[src/rtl/pc_gen.sv]
// pc_gen: fetch-stage program-counter generator.
// Produces sequential byte addresses and applies stall, branch/jump redirect,
// trap vectoring and halt/resume. It also keeps a one-stage fetch-to-decode
// PC register and rejects redirect targets that are not instruction-aligned.
module pc_gen #(
    parameter int unsigned ADDR_WIDTH   = 32,
    parameter int unsigned INC          = 4,
    parameter int unsigned IALIGN_BITS  = 2,
    parameter logic [63:0] RESET_VECTOR = 64'h0,
    parameter logic [63:0] TRAP_VECTOR  = 64'h0000_0100
) (
    input  logic                  clk,
    input  logic                  reset,
    input  logic                  stall,
    input  logic                  redirect_valid,
    input  logic [ADDR_WIDTH-1:0] redirect_target,
    input  logic                  trap_valid,
    input  logic                  halt,
    input  logic                  resume,
    output logic [ADDR_WIDTH-1:0] pc,
    output logic [ADDR_WIDTH-1:0] pc_next_seq,
    output logic                  fetch_valid,
    output logic [ADDR_WIDTH-1:0] pc_d,
    output logic                  pc_d_valid,
    output logic                  misaligned,
    output logic [ADDR_WIDTH-1:0] bad_addr,
    output logic                  halted
);

    // Vectors and masks resized to the address width. An IALIGN_BITS of 0
    // gives an all-zero mask, so every target is accepted.
    localparam logic [ADDR_WIDTH-1:0] RESET_PC = ADDR_WIDTH'(RESET_VECTOR);
    localparam logic [ADDR_WIDTH-1:0] TRAP_PC  = ADDR_WIDTH'(TRAP_VECTOR);
    localparam logic [ADDR_WIDTH-1:0] PC_STEP  = ADDR_WIDTH'(INC);
    localparam logic [63:0] ALIGN_MASK_64 = (64'd1 << IALIGN_BITS) - 64'd1;
    localparam logic [ADDR_WIDTH-1:0] ALIGN_MASK = ADDR_WIDTH'(ALIGN_MASK_64);

    typedef enum logic [1:0] {
        S_BOOT = 2'd0,
        S_RUN  = 2'd1,
        S_HALT = 2'd2
    } state_t;

    state_t state;

    logic target_unaligned;
    logic redirect_bad;
    logic redirect_ok;
    logic flush;

    // Classify this cycle's control-flow request. A trap outranks a redirect,
    // so a redirect that arrives together with a trap is neither accepted
    // nor reported as misaligned.
    always_comb begin
        target_unaligned = (redirect_target & ALIGN_MASK) != '0;
        redirect_bad     = redirect_valid && !trap_valid && target_unaligned;
        redirect_ok      = redirect_valid && !trap_valid && !target_unaligned;
        flush            = trap_valid || redirect_valid;
    end

    // Sequential link value. The addition wraps modulo 2^ADDR_WIDTH.
    always_comb begin
        pc_next_seq = pc + PC_STEP;
    end

    // Fetch PC. The cases are tested in priority order.
    always_ff @(posedge clk) begin
        if (reset) begin
            pc <= RESET_PC;
        end else if (trap_valid || redirect_bad) begin
            pc <= TRAP_PC;
        end else if (redirect_ok) begin
            pc <= redirect_target;
        end else if (!stall && state == S_RUN) begin
            pc <= pc_next_seq;
        end
    end

    // Rejected-target reporting: misaligned is a one-cycle pulse, and
    // bad_addr holds the most recently rejected target.
    always_ff @(posedge clk) begin
        if (reset) begin
            misaligned <= 1'b0;
            bad_addr   <= '0;
        end else begin
            misaligned <= redirect_bad;
            if (redirect_bad) begin
                bad_addr <= redirect_target;
            end
        end
    end

    // Fetch-to-decode register. A control-flow change flushes it and
    // leaves the stale PC in place.
    always_ff @(posedge clk) begin
        if (reset) begin
            pc_d       <= '0;
            pc_d_valid <= 1'b0;
        end else if (flush) begin
            pc_d_valid <= 1'b0;
        end else if (!stall) begin
            pc_d       <= pc;
            pc_d_valid <= fetch_valid;
        end
    end

    // Run-control FSM. The fetch_valid and halted outputs are registered
    // next to the state so that they always match it.
    always_ff @(posedge clk) begin
        if (reset) begin
            state       <= S_BOOT;
            fetch_valid <= 1'b0;
            halted      <= 1'b0;
        end else begin
            case (state)
                S_BOOT: begin
                    state       <= S_RUN;
                    fetch_valid <= 1'b1;
                    halted      <= 1'b0;
                end
                S_RUN: begin
                    if (halt && !flush) begin
                        state       <= S_HALT;
                        fetch_valid <= 1'b0;
                        halted      <= 1'b1;
                    end
                end
                S_HALT: begin
                    if (resume || trap_valid || redirect_ok) begin
                        state       <= S_RUN;
                        fetch_valid <= 1'b1;
                        halted      <= 1'b0;
                    end
                end
                default: begin
                    state       <= S_BOOT;
                    fetch_valid <= 1'b0;
                    halted      <= 1'b0;
                end
            endcase
        end
    end

endmodule

[config.mk]
export PLATFORM = sky130hd
export DESIGN_NAME = pc_gen
export DESIGN_NICKNAME = d
export VERILOG_FILES = /design/src/rtl/pc_gen.sv
export SDC_FILE = /design/constraint.sdc
export NUM_CORES = 1
export LEC_CHECK = 0
export BUFFER_PORTS_ARGS = -buffer_cell sky130_fd_sc_hd__buf_2
export CAP_MARGIN = 10
export CORE_ASPECT_RATIO = 0.75
export CORE_UTILIZATION = 31
export CTS_CLUSTER_DIAMETER = 120
export DETAILED_ROUTE_END_ITERATION = 16
export GPL_ROUTABILITY_DRIVEN = 0
export PLACE_DENSITY = 0.56
export REMOVE_ABC_BUFFERS = 1
export SYNTH_ARGS = -nofsm -noshare
export SYNTH_HDL_FRONTEND = slang
export SYNTH_SLANG_ARGS = --single-unit
export TNS_END_PERCENT = 5
[constraint.sdc]
create_clock -name clk -period 5.02 [get_ports clk]
set_input_delay 1.004 -clock clk [delete_from_list [all_inputs] [get_ports clk]]
set_output_delay 1.004 -clock clk [all_outputs]
set_load 0.03 [all_outputs]
==> summary.md <==
| Metric | Value |
|---|---|
| ANT cells | 0 |
| RSZ-0062 raised after global routing | false |
| R2R depth | 6 |
| Most common cell after layout, fill and taps aside | buf_2 |
| Yosys top cell by area | dfxtp_1 |
| IO Pins | between 150 and 200 |
| DRT iter0 DRCs | 193 |
| CTS Buf Count | 9 |
| Least-Margin Pin Slew | roughly 1100 ps |
| Critical path launch point type | register |
| Footprint of the multi-input gates | approximately 2400 um2 |
| Commonest non-fill, non-tap cells in the layout | buf_2, nand2_1, dfxtp_1 |
| Initial core utilization | 0.323 |
| Max Buffers Root-to-Sink | 2 |
| Seq/Total Area, Yosys | 0.421 |
| Max Freq | between 200 and 300 MHz |
| Finished Layout Cells | about 930 |
| Skew final | a little over 6 ps |
| Total global-route track usage | 0.192 |
| Post-CTS setup buffers | 0 |
| Clock Sink Count | 100 |
| Critical path's largest stage delay | approximately 480 ps |
| Synth top area cells | dfxtp_1, nand2_1, a21oi_1 |
| Fin crit period | roughly 3700 ps |
| CTS tree | built |
| Cell Area, Synth | about 4700 um2 |
| DIE AREA | between 15000 and 20000 um2 |
| Post-Route WL | between 15000 and 20000 um |
| Final worst slack | 1360 ps |
| Fin crit share | 0.728 |
| Vias in the first global route | roughly 4200 |
| Crit. Startpoint | pc[2] |
| CP bufs+invs | 2 |
| Mapped Avg Cell Area | roughly 8.1 um2 |
| Via count | between 4000 and 5000 |
| Maximum VDD drop | about 0.20 mV |
| Clock-pin slew on the worst setup and hold paths | roughly 70 ps |
| Crit path arrival time | 2650 ps |
| Yosys top cell area share | 0.421 |
| Critical path data required time | around 4000 ps |
| Max-cap violations | 0 |
| Status | complete, no violations |
| Die Ht | 109 um |
| Core area | about 15000 um2 |
| Hold Path Origin | pc_d[1] |
| Initial antenna violation count | 0 |
| Number of cells on the critical path | 8 |
| Resized Gates After CTS | 0 |
| Final Hold Fails | 0 |
| Critical path class | register to primary output |
| Final net count | 766 |
| Sum Neg Setup Slack | 0 ps |
| Yosys reg bits | 100 |
| Static leakage | roughly 2.6 nW |
| First-pass GRT wire length | about 23000 um |
| DRT Pass-1 Iters | 4 |
| Cell count after synthesis | 587 |
| Worst-path cell chain | ha_1 > nand3_1 > nor4_4 > buf_4 > nand3_1 > nor2_1 > xor2_1 > buf_2 |
| Worst hold stages | 2 |
| Pwr Density | approximately 290 nW/um2 |
| Worst slew margin | 0.270 |
| Die W | around 140 um |
| Slowest CP cell | dfxtp_1 |
| Critical path endpoint category | primary output |
| Placed insts | approximately 920 |
| Standard-cell row count | 38 |
| HP Class | register to register |
| I/O Buffers | 170 |
| Post-synthesis cell type count | 43 |
| EDFF count, synth | 0 |
| H-tree levels | 3 |
| Layout area overhead | 24.7% |
| Fillers | 1566 |
| Critical path's top delay family | simple AND/OR/NAND/NOR gates |
| Pre-CTS WS | roughly 1800 ps |
| HPWL Detailed | about 11000 um |
| Post-cts hold buffer count | 0 |
| FF+latch area | between 2000 and 2500 um2 |
| Layout cell share with drive strength beyond 1 | 0.291 |
| Aggregate global routing overflow | 0 |
| Max-slew violations | 0 |
| CP most frequent cell | nand3_1 |
| CP Max Fanout | 7 |
| Clk Tree Root Cell | clkbuf_16 |
| Worst hold slack | between 400 and 500 ps |
| Routed len/inst | ~16 um |
| Yosys warning count | 0 |
| Share of async-settable or async-resettable flops after synthesis | 0 |
| Crit Reg-Reg Startpoint | pc[2] |
| Setup violators final | 0 |
| Drt via density | just under 5 |
| Largest net degree at the start of global routing | 59 |
| Post-route ant nets | 0 |
| Total power | between 1.5 and 2 mW |
| Synth Flop Type | dfxtp_1 |
| Clk_lat worst skew | 350 ps |
| Residual DRC | 0 |
[cell families after synthesis]
family | count (synthesis) | share of synthesized area
AO/OA/AOI/OAI | 100 | 0.125
XOR/XNOR | 54 | 0.0996
adder cells (fa/ha/maj) | 1 | 0.00263
buffers and inverters | 52 | 0.0669
flip-flops | 100 | 0.421
multiplexers | 2 | 0.00422
AND/OR/NAND/NOR | 278 | 0.280
[layer usage]
layer,wire [um],vias to the layer above,part of all wire,track usage
met1,7100,2177,0.47,0.253
met5,0,-,0,0
met3,1130,11,0.075,0.0636
met4,130,0,0.0086,0.0418
met2,6690,145,0.44,0.306
li1,-,2244,-,-
[report_power, final]
group	internal (mW)	switching, mW	total, mW
registers	0.809	0.0139	0.823
clock network	0.412	0.302	0.715
logic	0.0434	0.110	0.153
[final cells by class]
cell class                 instances  share of cell area
multi-input combinational        435               0.413
clock buffer                      12              0.0433
inverter                           2             0.00127
tap                              200              0.0422
sequential                       100               0.338
timing repair buffer             178               0.154
clock inverter                     4             0.00803
[tightest hold or removal path, cell delays in order (launching register included)]
cell	delay, ps
dfxtp_1	310
nand2_1	50
a21oi_1	50
[through the flow]
step                 util  cell area (um2)
finish              0.403             5920
global route        0.403             5920
CTS                 0.403             5920
detailed placement  0.382             5620
global placement    0.382             5620
floorplan               -             4440
[state kept, by name, indices dropped and copies added (netlist names), named ones only]
name	cells
pc	30
pc_d_valid	1
halted	1
pc_d	32
state	1
misaligned	1
bad_addr	32
[cell usage after synthesis, types with 3 or more instances]
cell type and instances:
dfxtp_1 100, buf_4 3, buf_6 5, nor2_1 45, a211oi_1 23, nand3_1 20
a211oi_2 3, nor3_1 10, nand2_1 151, and2_1 6, and3_1 8, xnor2_1 26
clkbuf_1 30, and4_1 3, nor2b_1 4, xor2_1 28, clkbuf_8 7, nand4_1 11
nor4_1 3, a21oi_1 68
[worst paths after layout]
path | to | slack (ps)
worst max-delay path | pc_next_seq[26] | 1360
worst min-delay path | pc_d[1] | 450
worst max register to register | pc[28] | 2650
worst min register to register | pc_d[1] | 450
Note: power is estimated with default switching activity, not from simulation.
